==> config.mk <==
export PLATFORM = sky130hd
export DESIGN_NAME = demux1hot_stream
export DESIGN_NICKNAME = d
export VERILOG_FILES = /design/src/rtl/demux1hot_stream.sv
export SDC_FILE = /design/constraint.sdc
export NUM_CORES = 1
export LEC_CHECK = 0
export BUFFER_PORTS_ARGS = -buffer_cell sky130_fd_sc_hd__buf_4
export CAP_MARGIN = 20
export CORE_AREA = 4 4 45 47
export CTS_CLUSTER_SIZE = 30
export DETAILED_ROUTE_END_ITERATION = 16
export DIE_AREA = 0 0 49 51
export GPL_ROUTABILITY_DRIVEN = 1
export PLACE_DENSITY = 0.82
export SLEW_MARGIN = 40
export SYNTH_ARGS = -nofsm -noshare
export SYNTH_HDL_FRONTEND = slang
export SYNTH_SLANG_ARGS = --single-unit
==> constraint.sdc <==
create_clock -name clk -period 2.3 [get_ports clk]
set_clock_uncertainty 0.1 [all_clocks]
set_input_delay 0.115 -clock clk [delete_from_list [all_inputs] [get_ports clk]]
set_output_delay 0.115 -clock clk [all_outputs]
set_load 0.1 [all_outputs]
==> src/rtl/demux1hot_stream.sv <==
// One-hot stream demux: each beat goes to the port its select names; a select that is not exactly one-hot goes to the default port and is counted.
// Latency: 1 cycle through a single registered stage. A new beat can enter in the same cycle the held beat leaves, so it sustains 1 beat/cycle.
// Backpressure: in_ready is low while the held beat waits on its addressed port. Ready on the other ports is ignored.
module demux1hot_stream #(
    parameter int OUTPUTS   = 2,
    parameter int WIDTH     = 1,
    parameter int CNT_WIDTH = 8
) (
    input  logic                 clk,
    input  logic                 rst,
    input  logic                 in_valid,
    output logic                 in_ready,
    input  logic [WIDTH-1:0]     in_data,
    input  logic [OUTPUTS-1:0]   in_sel,
    output logic [OUTPUTS-1:0]   out_valid,
    input  logic [OUTPUTS-1:0]   out_ready,
    output logic                 dflt_valid,
    input  logic                 dflt_ready,
    output logic [WIDTH-1:0]     out_data,
    output logic [CNT_WIDTH-1:0] dflt_cnt,
    input  logic                 cnt_clr
);

    localparam logic [OUTPUTS-1:0]   SEL_ONE = {{(OUTPUTS-1){1'b0}}, 1'b1};
    localparam logic [CNT_WIDTH-1:0] CNT_ONE = {{(CNT_WIDTH-1){1'b0}}, 1'b1};
    localparam logic [CNT_WIDTH-1:0] CNT_MAX = {CNT_WIDTH{1'b1}};

    logic               buf_valid;
    logic [WIDTH-1:0]   buf_data;
    logic [OUTPUTS:0]   route;
    logic [OUTPUTS:0]   route_dec;
    logic               sel_onehot;
    logic               drained;
    logic               accept;

    // x & (x-1) clears the lowest set bit, so it is zero only when at most one bit is set
    assign sel_onehot = (in_sel != '0) && ((in_sel & (in_sel - SEL_ONE)) == '0);
    assign route_dec  = sel_onehot ? {1'b0, in_sel} : {1'b1, {OUTPUTS{1'b0}}};

    assign drained    = buf_valid & (|(route & {dflt_ready, out_ready}));
    assign in_ready   = ~rst & (~buf_valid | drained);
    assign accept     = in_valid & in_ready;

    assign out_valid  = {OUTPUTS{buf_valid}} & route[OUTPUTS-1:0];
    assign dflt_valid = buf_valid & route[OUTPUTS];
    assign out_data   = buf_data;

    always_ff @(posedge clk or posedge rst) begin
        if (rst) begin
            buf_valid <= 1'b0;
            buf_data  <= '0;
            route     <= '0;
        end else if (accept) begin
            buf_valid <= 1'b1;
            buf_data  <= in_data;
            route     <= route_dec;
        end else if (drained) begin
            buf_valid <= 1'b0;
        end
    end

    always_ff @(posedge clk or posedge rst) begin
        if (rst) begin
            dflt_cnt <= '0;
        end else if (cnt_clr) begin
            dflt_cnt <= '0;
        end else if (accept && route_dec[OUTPUTS] && (dflt_cnt != CNT_MAX)) begin
            dflt_cnt <= dflt_cnt + CNT_ONE;
        end
    end

endmodule

* After elaboration in Yosys (flattened, before gate mapping)
Cells that the tools add are included.
** Storage, ports and cells
- Register bits :: 13
- Input port bits :: 10
- Word-level logic and storage cells :: 30
** Operators by class
- Add/subtract/negate cells :: 2
- Equality and inequality tests :: 1
- Mux-type cells :: 5
- Bitwise gates (word level) :: 10
- Reduce and logical (&&, ||, !) cells :: 8
** Operators with widths (count)
- $mux W8 :: 2
- $add A8 B1 Y8 const B :: 1
- $ne A8 B8 Y1 const B :: 1
- $reduce_bool A2 Y1 :: 3
- $and A1 B1 Y1 :: 4
- $and A2 B2 Y2 :: 2
- $and A3 B3 Y3 :: 1
- $logic_and A1 B1 Y1 :: 3
- $mux W3 :: 1
- $reduce_or A3 Y1 :: 1
- $logic_not A2 Y1 :: 1
- $mux W1 :: 2
- $not A1 Y1 :: 2
- $sub A2 B1 Y2 const B :: 1
- $or A1 B1 Y1 :: 1

* Logic depth before layout (Yosys ltp)
- Word-level depth :: 10
- Depth in mapped cells :: 6

* Worst setup path after synthesis
Ideal clock, no wire load.
- Kind :: register -> register
- From :: reg dflt_cnt[0]
- To :: reg dflt_cnt[0]
- Data arrival time :: 2152 ps
- Setup slack :: -77 ps
- Stages on the path, launching flop included :: 7
- Buffers on the path :: 1
- Clock period less this slack :: 2377 ps
- Cell sequence :: dfrtp_1 -> ha_1 -> nand3_1 -> nor2_1 -> buf_2 -> nor3b_1 -> mux2_2
** Between the ends
- Word-level cells in the longest chain between the ends :: 3
** RTL lines
- start: declaration :: RTL line 20 : output logic [CNT_WIDTH-1:0] dflt_cnt,
- start signal: assignment :: RTL line 68 : dflt_cnt <= dflt_cnt + CNT_ONE;
- $add A8 B1 Y8 or $ne A8 B8 Y1 (tied branches) :: RTL line 68, 67
- $mux W8 or $logic_and A1 B1 Y1 (tied branches) :: RTL line 67 : end else if (accept && route_dec[OUTPUTS] && (dflt_cnt != CNT_MAX)) begin
- $mux W8 or $reduce_bool A2 Y1 (tied branches)
Parallel ways exist; a longest one is shown, timed or not. The select of a mux whose other input is x is not followed.
A chain may end at the register's enable or synchronous reset.

* Final worst setup path
Ends and elaborated chain as after synthesis.

==> key figures <==
Outcome
  • Run status: finished, final reports clean

Critical path
  • Data required time of the critical path: 2350 ps
  • Worst Path Buf+Inv: 0
  • Crit-path slowest cell: nor2_1
  • Crit-path leading delay family: simple AND/OR/NAND/NOR gates
  • CP cell instances: ha_1, nand3_1, nor2_1, nor3b_1, mux2_2
  • WS Path Type: flip-flop to flip-flop
  • Max incr delay on CP: between 500 and 600 ps
  • Critical path data arrival time: ~2000 ps
  • Nature of the critical path endpoint: flip-flop
  • Type of origin of the critical path: flip-flop
  • Critical Path Fanout Max: 11

Global route
  • First-pass GRT wire length: ~2700 um
  • Gr ovfl total: 0
  • Total global-route track usage: ~14%
  • Vias in the first global route: about 650
  • Pin count of the biggest net entering global routing: 17
  • Initial antenna violation count: 0

Logic synthesis
  • Post-synthesis sequential area ratio: roughly 43%
  • Warnings, synthesis: 0
  • Flops & latches, synth: 13
  • Post-Syn Area: approximately 760 um^2
  • Synth top area share: between 40% and 50%
  • Dominant cells by area after synthesis: dfrtp_1, mux2_2, ha_1
  • Post-synthesis cell type count: 28
  • Gate Count Post-Synth: between 70 and 80
  • Avg Cell Area, Syn: 10.4 um^2
  • Biggest area consumer among synthesized cells: dfrtp_1
  • Synthesized Nets: 86

Cells and area
  • Layout cells sized above 1: between 30% and 40%
  • Area delta synth->final: 29.7%
  • ANT cells: 0
  • Fin nets: approximately 110

Die
  • # IOs: 23
  • Num rows: 15
  • Initial Util: between 40% and 50%
  • Die height: between 50 and 60 um
  • Core area: around 1700 um^2
  • DIE AREA: 2500 um^2
  • Die Width: 49 um

STA
  • Slew @ Worst Pin: between 700 and 800 ps
  • Count of final hold-check violations: 0
  • Final setup margin: about 310 ps
  • Period utilization: between 80% and 90%
  • Final setup viols: 0
  • RSZ-0062 raised after global routing: no
  • Final Max Tran Viols: 0
  • Tmin final: a little under 2000 ps
  • Slew margin rel.: between 40% and 50%
  • Total negative slack: 0 ps
  • Fmax: 504 MHz

Pwr
  • Pwr dens: 792 nW/um^2
  • LEAKAGE: between 0.4 and 0.5 nW
  • VDD IR max: between 0.4 and 0.5 mV

Drt
  • DR vias: 660
  • Vias per std cell: 5.69
  • Post-DR wirelength/cell: 14.0 um
  • Antenna Nets Post-Route: 0
  • Drt drc: 0
  • Initial drt markers: 25
  • DRT Pass-1 Iters: 4
  • Final WL: roughly 1600 um

Placement
  • Pre-CTS setup slack: 307 ps
  • GPL Wtd Cong: around 0.8
  • Hpwl dp: ~1200 um
  • I/O Buffers: 22

Clocking
  • Htree depth: 1
  • Post-CTS Resized: 0
  • Number of buffers created by CTS: 3
  • Hold Buf Count CTS: 3
  • Setup bufs post-CTS: 0
  • Clk_lat worst skew: between 200 and 300 ps
  • Worst-case clock buffer depth: 2
  • TritonCTS clock tree: built
  • Reg clk slew, reported paths: about 70 ps
  • CTS Sinks: 13
  • Clk root buf: clkbuf_4

Job
  • Max-cap violations: 0

Min path
  • Worst hold path class: input port to flip-flop
==> cell usage after synthesis <==
cell type  instances
nand4_1            4
a31oi_1            1
a311o_2            1
nor4_1             1
nand2_1            5
inv_1              4
nand3_1            2
and2_2             1
nor2b_1            3
or4b_1             1
nor2_1             5
buf_2              1
ha_1               3
or4_1              3
mux2_1             1
nor3b_1            1
mux2i_1            1
a21oi_1            4
buf_6              1
nor4_4             1
mux2_2             6
dfrtp_1           13
o31ai_1            3
and2_1             2
o41ai_1            1
nand2b_1           2
clkbuf_1           1
a22oi_2            1
==> where the power goes <==
group,leakage (nW),total (W),internal (W),switching [W]
sequential,0.170,0.000291,0.000262,0.0000287
clock,0.0150,0.000139,0.0000672,0.0000723
combinational,0.262,0.000350,0.0000940,0.000256
==> layer usage <==
layer | up-vias | wire, um | part of all wire, % | global-route usage [%]
met3 | 2 | 127 | 7.8 | 2.92
met1 | 309 | 659 | 41 | 15.6
met2 | 26 | 822 | 51 | 25.0
met5 | - | 0 | 0 | 0
met4 | 0 | 17 | 1.0 | 4.04
li1 | 323 | - | - | -
==> worst paths after layout <==
path | startpoint | endpoint | slack [ps] | cells after the start
max | dflt_cnt[0] | dflt_cnt[0] | 310 | 5
max reg2reg | dflt_cnt[0] | dflt_cnt[0] | 310 | 5
min in group asynchronous | rst | route[1] | 330 | 3
max in group asynchronous | rst | dflt_cnt[1] | 1400 | 3
min reg2reg | out_data | out_data | 420 | 1
min | dflt_ready | buf_valid | 50 | 4
==> metrics by stage <==
| stage | power [W] | hold slack [ps] | std cells | area, um^2 | util (%) |
|---|---|---|---|---|---|
| CTS | 0.000786 | 56.8 | 116 | 985 | 59.6 |
| global route | 0.000819 | 64.2 | 116 | 985 | 59.6 |
| global placement | 0.000637 | 85.6 | 109 | 928 | 56.2 |
| floorplan | 0.000573 | -108 | 73 | 762 | - |
| detailed placement | 0.000646 | 84.4 | 109 | 928 | 56.2 |
| finish | 0.000780 | 52.2 | 116 | 985 | 59.6 |
==> cell families (layout without fill, tap and decap cells) <==
family | count (synthesis) | after routing | synth area share [%]
and+or+nand+nor | 31 | 31 | 25.2
buffers and inverters | 7 | 33 | 4.61
adders and majority gates | 3 | 3 | 4.94
muxes | 8 | 8 | 11.7
DFF | 13 | 13 | 42.8
AOI/OAI and AO/OA | 11 | 11 | 10.7
==> layout make-up <==
type	instances	area, um^2
timing repair buffer	25	195
multi-input combinational	53	399
clock buffer	4	26.3
tap	17	21.3
sequential	13	328
inverter	4	15.0
fill	145	667
==> layout by cell type (no fill, tap or decap), types with 3 or more instances in the layout <==
| master | n |
|---|---|
| ha_1 | 3 |
| dlygate4sd3_1 | 3 |
| nand4_1 | 4 |
| mux2_2 | 6 |
| inv_1 | 4 |
| nand2_1 | 5 |
| o31ai_1 | 3 |
| clkbuf_4 | 3 |
| dfrtp_1 | 11 |
| or4_1 | 3 |
| buf_4 | 22 |
| nor2_1 | 5 |
| a21oi_1 | 4 |
| nor2b_1 | 3 |
==> state kept, by name, summed over array words and instances (netlist names) <==
register	count
out_data	1
dflt_cnt	8
buf_valid	1
route	3
==> worst reg2reg max path, cell delays in order, from the launching register on <==
cell     delay [ps]
dfrtp_2         400
ha_1            210
nand3_1          90
nor2_1          580
nor3b_1         190
mux2_2          310
Power figures use the tool's default switching activity.
